**config.mk**
```make
export PLATFORM = sky130hd
export DESIGN_NAME = regfile_wb_arbiter
export DESIGN_NICKNAME = d
export VERILOG_FILES = /design/src/rtl/regfile_wb_arbiter.sv
export SDC_FILE = /design/constraint.sdc
export NUM_CORES = 1
export LEC_CHECK = 0
export ABC_AREA = 1
export BUFFER_PORTS_ARGS = -buffer_cell sky130_fd_sc_hd__buf_2
export CORE_AREA = 10 10 124 126
export CTS_CLUSTER_DIAMETER = 50
export DETAILED_ROUTE_END_ITERATION = 8
export DIE_AREA = 0 0 134 136
export GPL_TIMING_DRIVEN = 0
export PLACE_DENSITY = 0.73
export SLEW_MARGIN = 20
export SYNTH_ARGS = -nofsm -noshare
export SYNTH_HDL_FRONTEND = slang
export SYNTH_SLANG_ARGS = --single-unit
```
**constraint.sdc**
```tcl
create_clock -name clk -period 6.4 [get_ports clk]
set_input_delay 0.96 -clock clk [delete_from_list [all_inputs] [get_ports clk]]
set_output_delay 0.96 -clock clk [all_outputs]
set_load 0.02 [all_outputs]
```
**src/rtl/regfile_wb_arbiter.sv**
```systemverilog
// Register file write-side arbiter: LSU-priority merge of ALU/LSU results onto one write port, plus busy scoreboard.
// Latency: one cycle from selection to wen_r; ALU results behind the LSU wait in a FIFO_DEPTH-entry FIFO.
// Backpressure: lsu_ready is always 1; alu_ready drops only when the FIFO is full and the LSU holds the port.
module regfile_wb_arbiter #(
    parameter int XLEN       = 32,
    parameter int REG_NUM    = 16,
    parameter int FIFO_DEPTH = 2
) (
    input  logic            clk,
    input  logic            rst,
    input  logic            iss_valid,
    input  logic [4:0]      iss_rd,
    output logic            iss_ready,
    input  logic [4:0]      iss_rs1,
    input  logic [4:0]      iss_rs2,
    output logic            rs1_busy,
    output logic            rs2_busy,
    input  logic            alu_valid,
    input  logic [4:0]      alu_rd,
    input  logic [XLEN-1:0] alu_data,
    output logic            alu_ready,
    input  logic            lsu_valid,
    input  logic [4:0]      lsu_rd,
    input  logic [XLEN-1:0] lsu_data,
    output logic            lsu_ready,
    output logic            wen_r,
    output logic [4:0]      rd,
    output logic [XLEN-1:0] rin,
    output logic            err_rd
);
    localparam int AW = $clog2(FIFO_DEPTH);
    localparam int RW = $clog2(REG_NUM);

    logic [4:0]      fifo_rd   [FIFO_DEPTH];
    logic [XLEN-1:0] fifo_data [FIFO_DEPTH];
    logic [AW-1:0]   wptr, rptr;
    logic [AW:0]     count;
    logic [REG_NUM-1:0] busy, busy_next;

    logic            empty, full, alu_xfer, pop, bypass, push;
    logic            sel_vld, wr_next;
    logic [4:0]      sel_rd;
    logic [XLEN-1:0] sel_data;

    function automatic logic legal(input logic [4:0] r);
        return 32'(r) < REG_NUM;
    endfunction

    assign empty     = (count == '0);
    assign full      = (count == (AW+1)'(FIFO_DEPTH));
    assign lsu_ready = 1'b1;
    // A full FIFO can still accept when its head drains this cycle (LSU idle).
    assign alu_ready = !full || !lsu_valid;
    assign alu_xfer  = alu_valid && alu_ready;
    assign pop       = !lsu_valid && !empty;
    assign bypass    = !lsu_valid && empty && alu_xfer;
    assign push      = alu_xfer && !bypass;

    assign iss_ready = !(legal(iss_rd)  && busy[iss_rd[RW-1:0]]);
    assign rs1_busy  =   legal(iss_rs1) && busy[iss_rs1[RW-1:0]];
    assign rs2_busy  =   legal(iss_rs2) && busy[iss_rs2[RW-1:0]];

    always_comb begin
        sel_vld  = 1'b0;
        sel_rd   = '0;
        sel_data = '0;
        if (lsu_valid) begin
            sel_vld  = 1'b1;
            sel_rd   = lsu_rd;
            sel_data = lsu_data;
        end else if (pop) begin
            sel_vld  = 1'b1;
            sel_rd   = fifo_rd[rptr];
            sel_data = fifo_data[rptr];
        end else if (bypass) begin
            sel_vld  = 1'b1;
            sel_rd   = alu_rd;
            sel_data = alu_data;
        end
    end

    assign wr_next = sel_vld && (sel_rd != '0) && legal(sel_rd);

    // Clear on the commit edge first so a same-edge re-issue keeps the bit set.
    always_comb begin
        busy_next = busy;
        if (wen_r && legal(rd))
            busy_next[rd[RW-1:0]] = 1'b0;
        if (iss_valid && iss_ready && (iss_rd != '0) && legal(iss_rd))
            busy_next[iss_rd[RW-1:0]] = 1'b1;
    end

    always_ff @(posedge clk) begin
        if (push) begin
            fifo_rd[wptr]   <= alu_rd;
            fifo_data[wptr] <= alu_data;
        end
    end

    always_ff @(posedge clk) begin
        if (rst) begin
            wptr   <= '0;
            rptr   <= '0;
            count  <= '0;
            busy   <= '0;
            wen_r  <= 1'b0;
            rd     <= '0;
            rin    <= '0;
            err_rd <= 1'b0;
        end else begin
            if (push)
                wptr <= wptr + 1'b1;
            if (pop)
                rptr <= rptr + 1'b1;
            if (push && !pop)
                count <= count + 1'b1;
            else if (pop && !push)
                count <= count - 1'b1;
            busy  <= busy_next;
            wen_r <= wr_next;
            if (wr_next) begin
                rd  <= sel_rd;
                rin <= sel_data;
            end
            if ((iss_valid && iss_ready && !legal(iss_rd)) ||
                (alu_xfer && !legal(alu_rd)) ||
                (lsu_valid && !legal(lsu_rd)))
                err_rd <= 1'b1;
        end
    end
endmodule
```
==> results of run 1 <==
[where the power goes]
part	internal (mW)	switching [mW]
sequential	1.06	0.0697
combinational	0.298	0.593
clock	0.654	0.380
[final cells by class]
type,count,area share (%)
sequential,134,43.3
inverter,39,1.85
clock inverter,15,2.56
antenna,1,0.0316
clock buffer,17,5.38
multi-input combinational,517,32.1
timing repair buffer,133,8.98
buffer,48,3.02
tap,176,2.78
[worst min-delay path by stage]
| stage | startpoint | slack (ps) | endpoint | depth (start not counted) |
|---|---|---|---|---|
| 2_1_floorplan | rptr | 430 | flop | 1 |
| 3_3_place_gp | rptr | 430 | flop | 1 |
| 5_1_grt | rin[22] | 480 | rin[22] | 2 |
| 3_5_place_dp | rin[11] | 450 | rin[11] | 2 |
| 4_1_cts | rin[7] | 460 | rin[7] | 2 |
| 6_report | rin[7] | 460 | rin[7] | 2 |
[synth_stat cells]
library cell | count | area (sq um)
o21ai_0 | 25 | 125
o211ai_1 | 36 | 270
edfxtp_1 | 74 | 2220
conb_1 | 1 | 3.75
clkbuf_1 | 22 | 82.6
inv_2 | 6 | 22.5
a31oi_1 | 1 | 6.26
nor2_2 | 1 | 6.26
buf_6 | 4 | 45.0
nand3b_1 | 2 | 15.0
nor3b_2 | 1 | 12.5
a21oi_1 | 37 | 185
nand2_2 | 1 | 6.26
nor2_4 | 2 | 22.5
nand2_1 | 199 | 747
nand3_1 | 104 | 521
ha_1 | 1 | 12.5
buf_2 | 14 | 70.1
o31ai_1 | 4 | 30.0
nand4_1 | 36 | 225
dfxtp_1 | 60 | 1200
nor2_1 | 34 | 128
buf_4 | 3 | 22.5
nand2_4 | 1 | 11.3
nor3_2 | 1 | 10.0
inv_1 | 33 | 124
or2_2 | 30 | 188
buf_1 | 5 | 18.8
[registers in the layout, summed over array words and instances, names as in the netlist, named ones only]
signal     cells
count          2
rin           32
err_rd         1
rd             5
fifo_data     64
busy          16
wen_r          1
fifo_rd       10
rptr           1
wptr           1
[through the flow]
step | utilization, % | cell area [sq um] | hold slack, ps
after global routing | 60.9 | 7910 | 475
after detailed placement | 56.1 | 7280 | 453
after floorplan | - | 6330 | 426
after global placement | 55.5 | 7210 | 433
final | 60.9 | 7910 | 459
after CTS | 60.9 | 7910 | 461
[cells by family after synthesis]
| group | Yosys count |
|---|---|
| compound gates | 103 |
| other cells | 1 |
| fa+ha+maj | 1 |
| simple gates | 412 |
| flops | 134 |
| buf+inv | 87 |
[per-layer routing]
layer  track usage, %  routed length (um)
met3             5.76                1490
met1             24.0                7570
met4             8.10                 343
met2             34.1                8990
met5                0                   0
[worst max-delay path, stage by stage]
cell and delay (ps):
buf_2 110, buf_2 170, nand2_1 70, nand2_1 60, nand2_1 50, nand2_1 60, nand2_1 50, nand2_1 50
nor2_1 330, or2_2 180, buf_2 150
==> run metrics, run 1 <==
fillcell total 1,146; RR Startpoint count[0]; register area 0.00342 sq mm; io pins 138; Slew @ Worst Pin 726 ps; Crit Path Category in2out; Post-Synth Adder-Cell Area 0.198%; Clock Skew 12.1 ps; WL per Instance 17.0 um; RSZ-0062 raised after global routing no; crit path from iss_rd[0]; vias 5,863; Simple-Gate Fraction of Synth Area 29.9%; TritonCTS clock tree yes; # Max-Cap Violations 0; mapped cell area 0.00633 sq mm; Tcrit/Tclk final 50.2%; crit path launch type primary input; total power 3.06 mW; PnR worst setup slack 3190 ps; Synth Area in XOR/XNOR 0%; Cell Pwr Density 387 mW/mm^2; htree depth 4; largest buffer count on any clock path 2; post-CTS sizing 0; die footprint 0.0182 sq mm; required time of the worst setup path 5440 ps; # hold bufs at CTS 0; library cells used by synthesis 28; peak supply drop 0.240 mV; Hold Fails Final Rpt 0; most frequent cells in the layout 199 x nand2_1, 145 x buf_2, 104 x nand3_1, 74 x edfxtp_1, 60 x dfxtp_1; share of cells above drive strength 1 25.5%; Root Buffer clkbuf_16; Layout area overhead 24.9%; First-pass DRT Iterations 5; Worst R2R Path Depth 7; WP data arrival 2250 ps; final setup TNS 0 ps; Clk Latency, worst-skew pair 410 ps; Synth Area in Compound Gates 9.74%; Mean Syn Cell Area 8.58 sq um; Worst setup EP type primary output; final wirelength 18.4 mm; Yosys reg bits 134; GRT Total Usage 20.3%; Max Slew Vio Count 0; Tmin final 3210 ps; initial antenna violation count 0; DP Wirelength 13.3 mm; Starting DRT DRC Count 418; Seq/Total Area, Yosys 54.0%; antenna-violating nets left 0; Syn. warnings 0; Post-Syn Instances 738; post-synthesis mux area share 0%; Row Count 42; FF-to-FF End fifo_data[0][10]; slew margin rel. 51.5%; Final setup violation count 0; vias in the first global route 5,913; dpl cells 1,047; Num CTS Buffers 17; CP max FO 10; Post-route DRC 0; end of the critical path iss_ready; Die Y 136 um; largest net degree at the start of global routing 22; first-pass GRT wire length 29.6 mm; I/O Buffers 131; Post-CTS Setup Bufs 0; CTS clk-pin slew, worst paths 60 ps; pre-CTS WS 3200 ps; hold crit path type reg2reg; clk sink count 134; Core ar. 0.0130 sq mm; Multi-input gate area 0.00254 sq mm; Finished Layout Cells 1,080; R2R setup slack 4200 ps; Synth Net Count 833; GP Congestion 0.866; Net count, final 985; global route overflow 0; Die Span X 134 um; starting density of the core 48.8%; most common cell after layout, fill and taps aside nand2_1; status complete, no violations; fmax 311 MHz; Pleak 3.44 nW; combinational family with the most area after synthesis simple AND/OR/NAND/NOR gates; number of vias per cell 5.43
Note: power is estimated with default switching activity, not from simulation.
==> run 2: changes to the inputs <==
Clock period 6.4 ns to 3.2 ns, I/O delays scaled along.
==> run 2 against run 1 <==
Clock skew increased by 11 ps. Sequential power up 100%. Clock power up 86%. Critical path type is now reg2out. Die area did not move. Sequential cell count did not move. Sequential share of layout area rose by 0.28 points.
==> run metrics, run 2 (synthesized netlist as in run 1, its figures left out) <==
status complete, no violations; Largest regs fifo_data (64), rin (32), busy (16); Core ar. 0.0130 sq mm (unchanged); Biggest register fifo_data; TritonCTS clock tree yes; Hold Fails Final Rpt 0 (unchanged); total power 5.94 mW (+94%); vias 5,885 (+0.38%); # hold bufs at CTS 0 (unchanged); global route overflow 0 (unchanged); Clk Latency, worst-skew pair 420 ps (about the same); # Max-Cap Violations 0 (unchanged); dpl cells 1,047 (unchanged); I/O Buffers 131 (unchanged); Tmin final 2270 ps; Layout area overhead 24.1%; Comb power frac 29.6% (+0.5 points); antenna-violating nets left 0 (unchanged); fillcell total 1,142 (-0.35%); pre-CTS WS 654 ps (-2540 ps); Finished Layout Cells 1,080 (unchanged); Slew @ Worst Pin 695 ps (-30.9 ps); most common cell after layout, fill and taps aside nand2_1; max FFs per register 64 (unchanged); buffers plus inverters on the worst setup path 1 (-2); first-pass GRT wire length 28.9 mm (-2.2%); WP data arrival 1790 ps (-460 ps); CP max FO 7 (-3); RSZ-0062 raised after global routing no; Num CTS Buffers 17 (unchanged); Post-CTS Setup Bufs 0 (unchanged); highest cell delay on the worst timing path 360 ps (+30 ps); final setup TNS 0 ps (unchanged); crit path cell chain nand2_1 -> nand2_1 -> nand2_1 -> nand2_1 -> nand2_1 -> nand2_1 -> nor2_1 -> or2_2 -> buf_2; peak supply drop 0.401 mV (+67%); starting density of the core 48.8% (unchanged); Final setup violation count 0 (unchanged); die footprint 0.0182 sq mm (unchanged); clk sink count 134 (unchanged); number of vias per cell 5.45 (+0.38%); WL per Instance 16.8 um (-1.1%); vias in the first global route 5,897 (-0.27%); hold crit path type in2reg; Max Slew Vio Count 0 (unchanged); PnR worst setup slack 926 ps (-2260 ps); GRT Total Usage 19.8% (-0.44 points); cell mode on critical path nand2_1; Pint 3.90 mW (+94%); sequential share of power 38.2% (+1.1 points); Starting DRT DRC Count 425 (+1.7%); Post-route DRC 0 (unchanged); First-pass DRT Iterations 5 (unchanged); Net count, final 985 (unchanged); Crit path max-delay family simple AND/OR/NAND/NOR gates; htree depth 4 (unchanged); Switch Pwr 2.04 mW (+96%); Net Sw Frac 34.4% (+0.27 points); post-CTS sizing 0 (unchanged); Clock Skew 23.2 ps (+11.1 ps); clock network power share 32.2% (-1.6 points); Die Span X 134 um (unchanged); largest buffer count on any clock path 2 (unchanged); Root Buffer clkbuf_16; CTS clk-pin slew, worst paths 60 ps (about the same); share of cells above drive strength 1 25.5% (unchanged); Tcrit/Tclk final 71.0%; DP Wirelength 13.2 mm (-1.3%); largest net degree at the start of global routing 25 (+14%); GP Congestion 0.890 (+2.8%); required time of the worst setup path 2720 ps (-2720 ps); Worst setup EP type primary output; Cell Pwr Density 756 mW/mm^2 (+96%); final wirelength 18.2 mm (-1.1%); crit path launch type flop; io pins 138 (unchanged); Pleak 3.43 nW (-0.29%); fmax 440 MHz; most frequent cells in the layout 199 x nand2_1, 145 x buf_2, 104 x nand3_1, 74 x edfxtp_1, 60 x dfxtp_1; Crit-path slowest cell dfxtp_1; Die Y 136 um (unchanged); initial antenna violation count 0 (unchanged); slew margin rel. 53.6% (+2.1 points); Row Count 42 (unchanged); Crit Path Category reg2out; Core Util, Final 60.6% (-0.39 points)
[run 2: cell count changes in the layout (fill, tap and decap cells not counted)]
| cell | delta |
|---|---|
| clkinvlp_4 | -2 |
| clkinv_2 | +5 |
| buf_12 | +1 |
| bufinv_16 | -2 |
| clkinv_4 | +1 |
| clkbuf_1 | +1 |
| clkinv_1 | -1 |
| clkbuf_16 | +1 |
| buf_16 | -1 |
| inv_6 | -3 |
[run 2: path summary, 6_finish.rpt]
path                            slack [ps]  cells after the start                to         from
worst min-delay path                   260                      1   fifo_data[1][2]  alu_data[2]
worst max-delay path                   930                      9         iss_ready     busy[14]
worst max register to register        1030                      7  fifo_data[1][15]     count[0]
worst min register to register         460                      2           rin[14]      rin[14]
[run 2: final cells by class]
class,count,area [sq um],area share (%)
Antenna cell,1,2.50,0.0318
Buffer,48,239,3.04
Clock buffer,19,454,5.78
Clock inverter,13,131,1.67
Inverter,39,146,1.86
Multi-Input combinational cell,517,2540,32.3
Sequential cell,134,3420,43.6
Tap cell,176,220,2.80
Timing Repair Buffer,133,703,8.95
[run 2: layer usage]
| metal | GRT usage (%) | wire length [um] | up-vias |
|---|---|---|---|
| met5 | 0 | 0 | - |
| met4 | 6.77 | 267 | 0 |
| met3 | 6.01 | 1500 | 20 |
| met2 | 33.1 | 8710 | 248 |
| met1 | 23.9 | 7720 | 2758 |
| li1 | - | - | 2859 |
[run 2: worst reg2reg max path: stages (launching register included)]
cell and delay [ps]:
dfxtp_1 370, inv_1 100, nand3_1 130, nand2_1 100
nor2_1 200, inv_1 140, nor2_4 560, buf_16 250
[run 2: power by group through the flow]
stage | sequential (mW) | combinational (mW) | clock, mW
2_1_floorplan | 2.43 | 1.02 | 0
3_3_place_gp | 2.30 | 1.70 | 0
3_5_place_dp | 2.30 | 1.76 | 0
4_1_cts | 2.27 | 1.76 | 1.94
5_1_grt | 2.30 | 1.96 | 2.01
6_report | 2.27 | 1.76 | 1.92
[run 2: stage by stage]
step | cell area (sq um) | hold WS, ps
2_1_floorplan | 6340 | 426
3_3_place_gp | 7210 | 432
3_5_place_dp | 7270 | 448
4_1_cts | 7860 | 244
5_1_grt | 7860 | 248
6_report | 7860 | 262
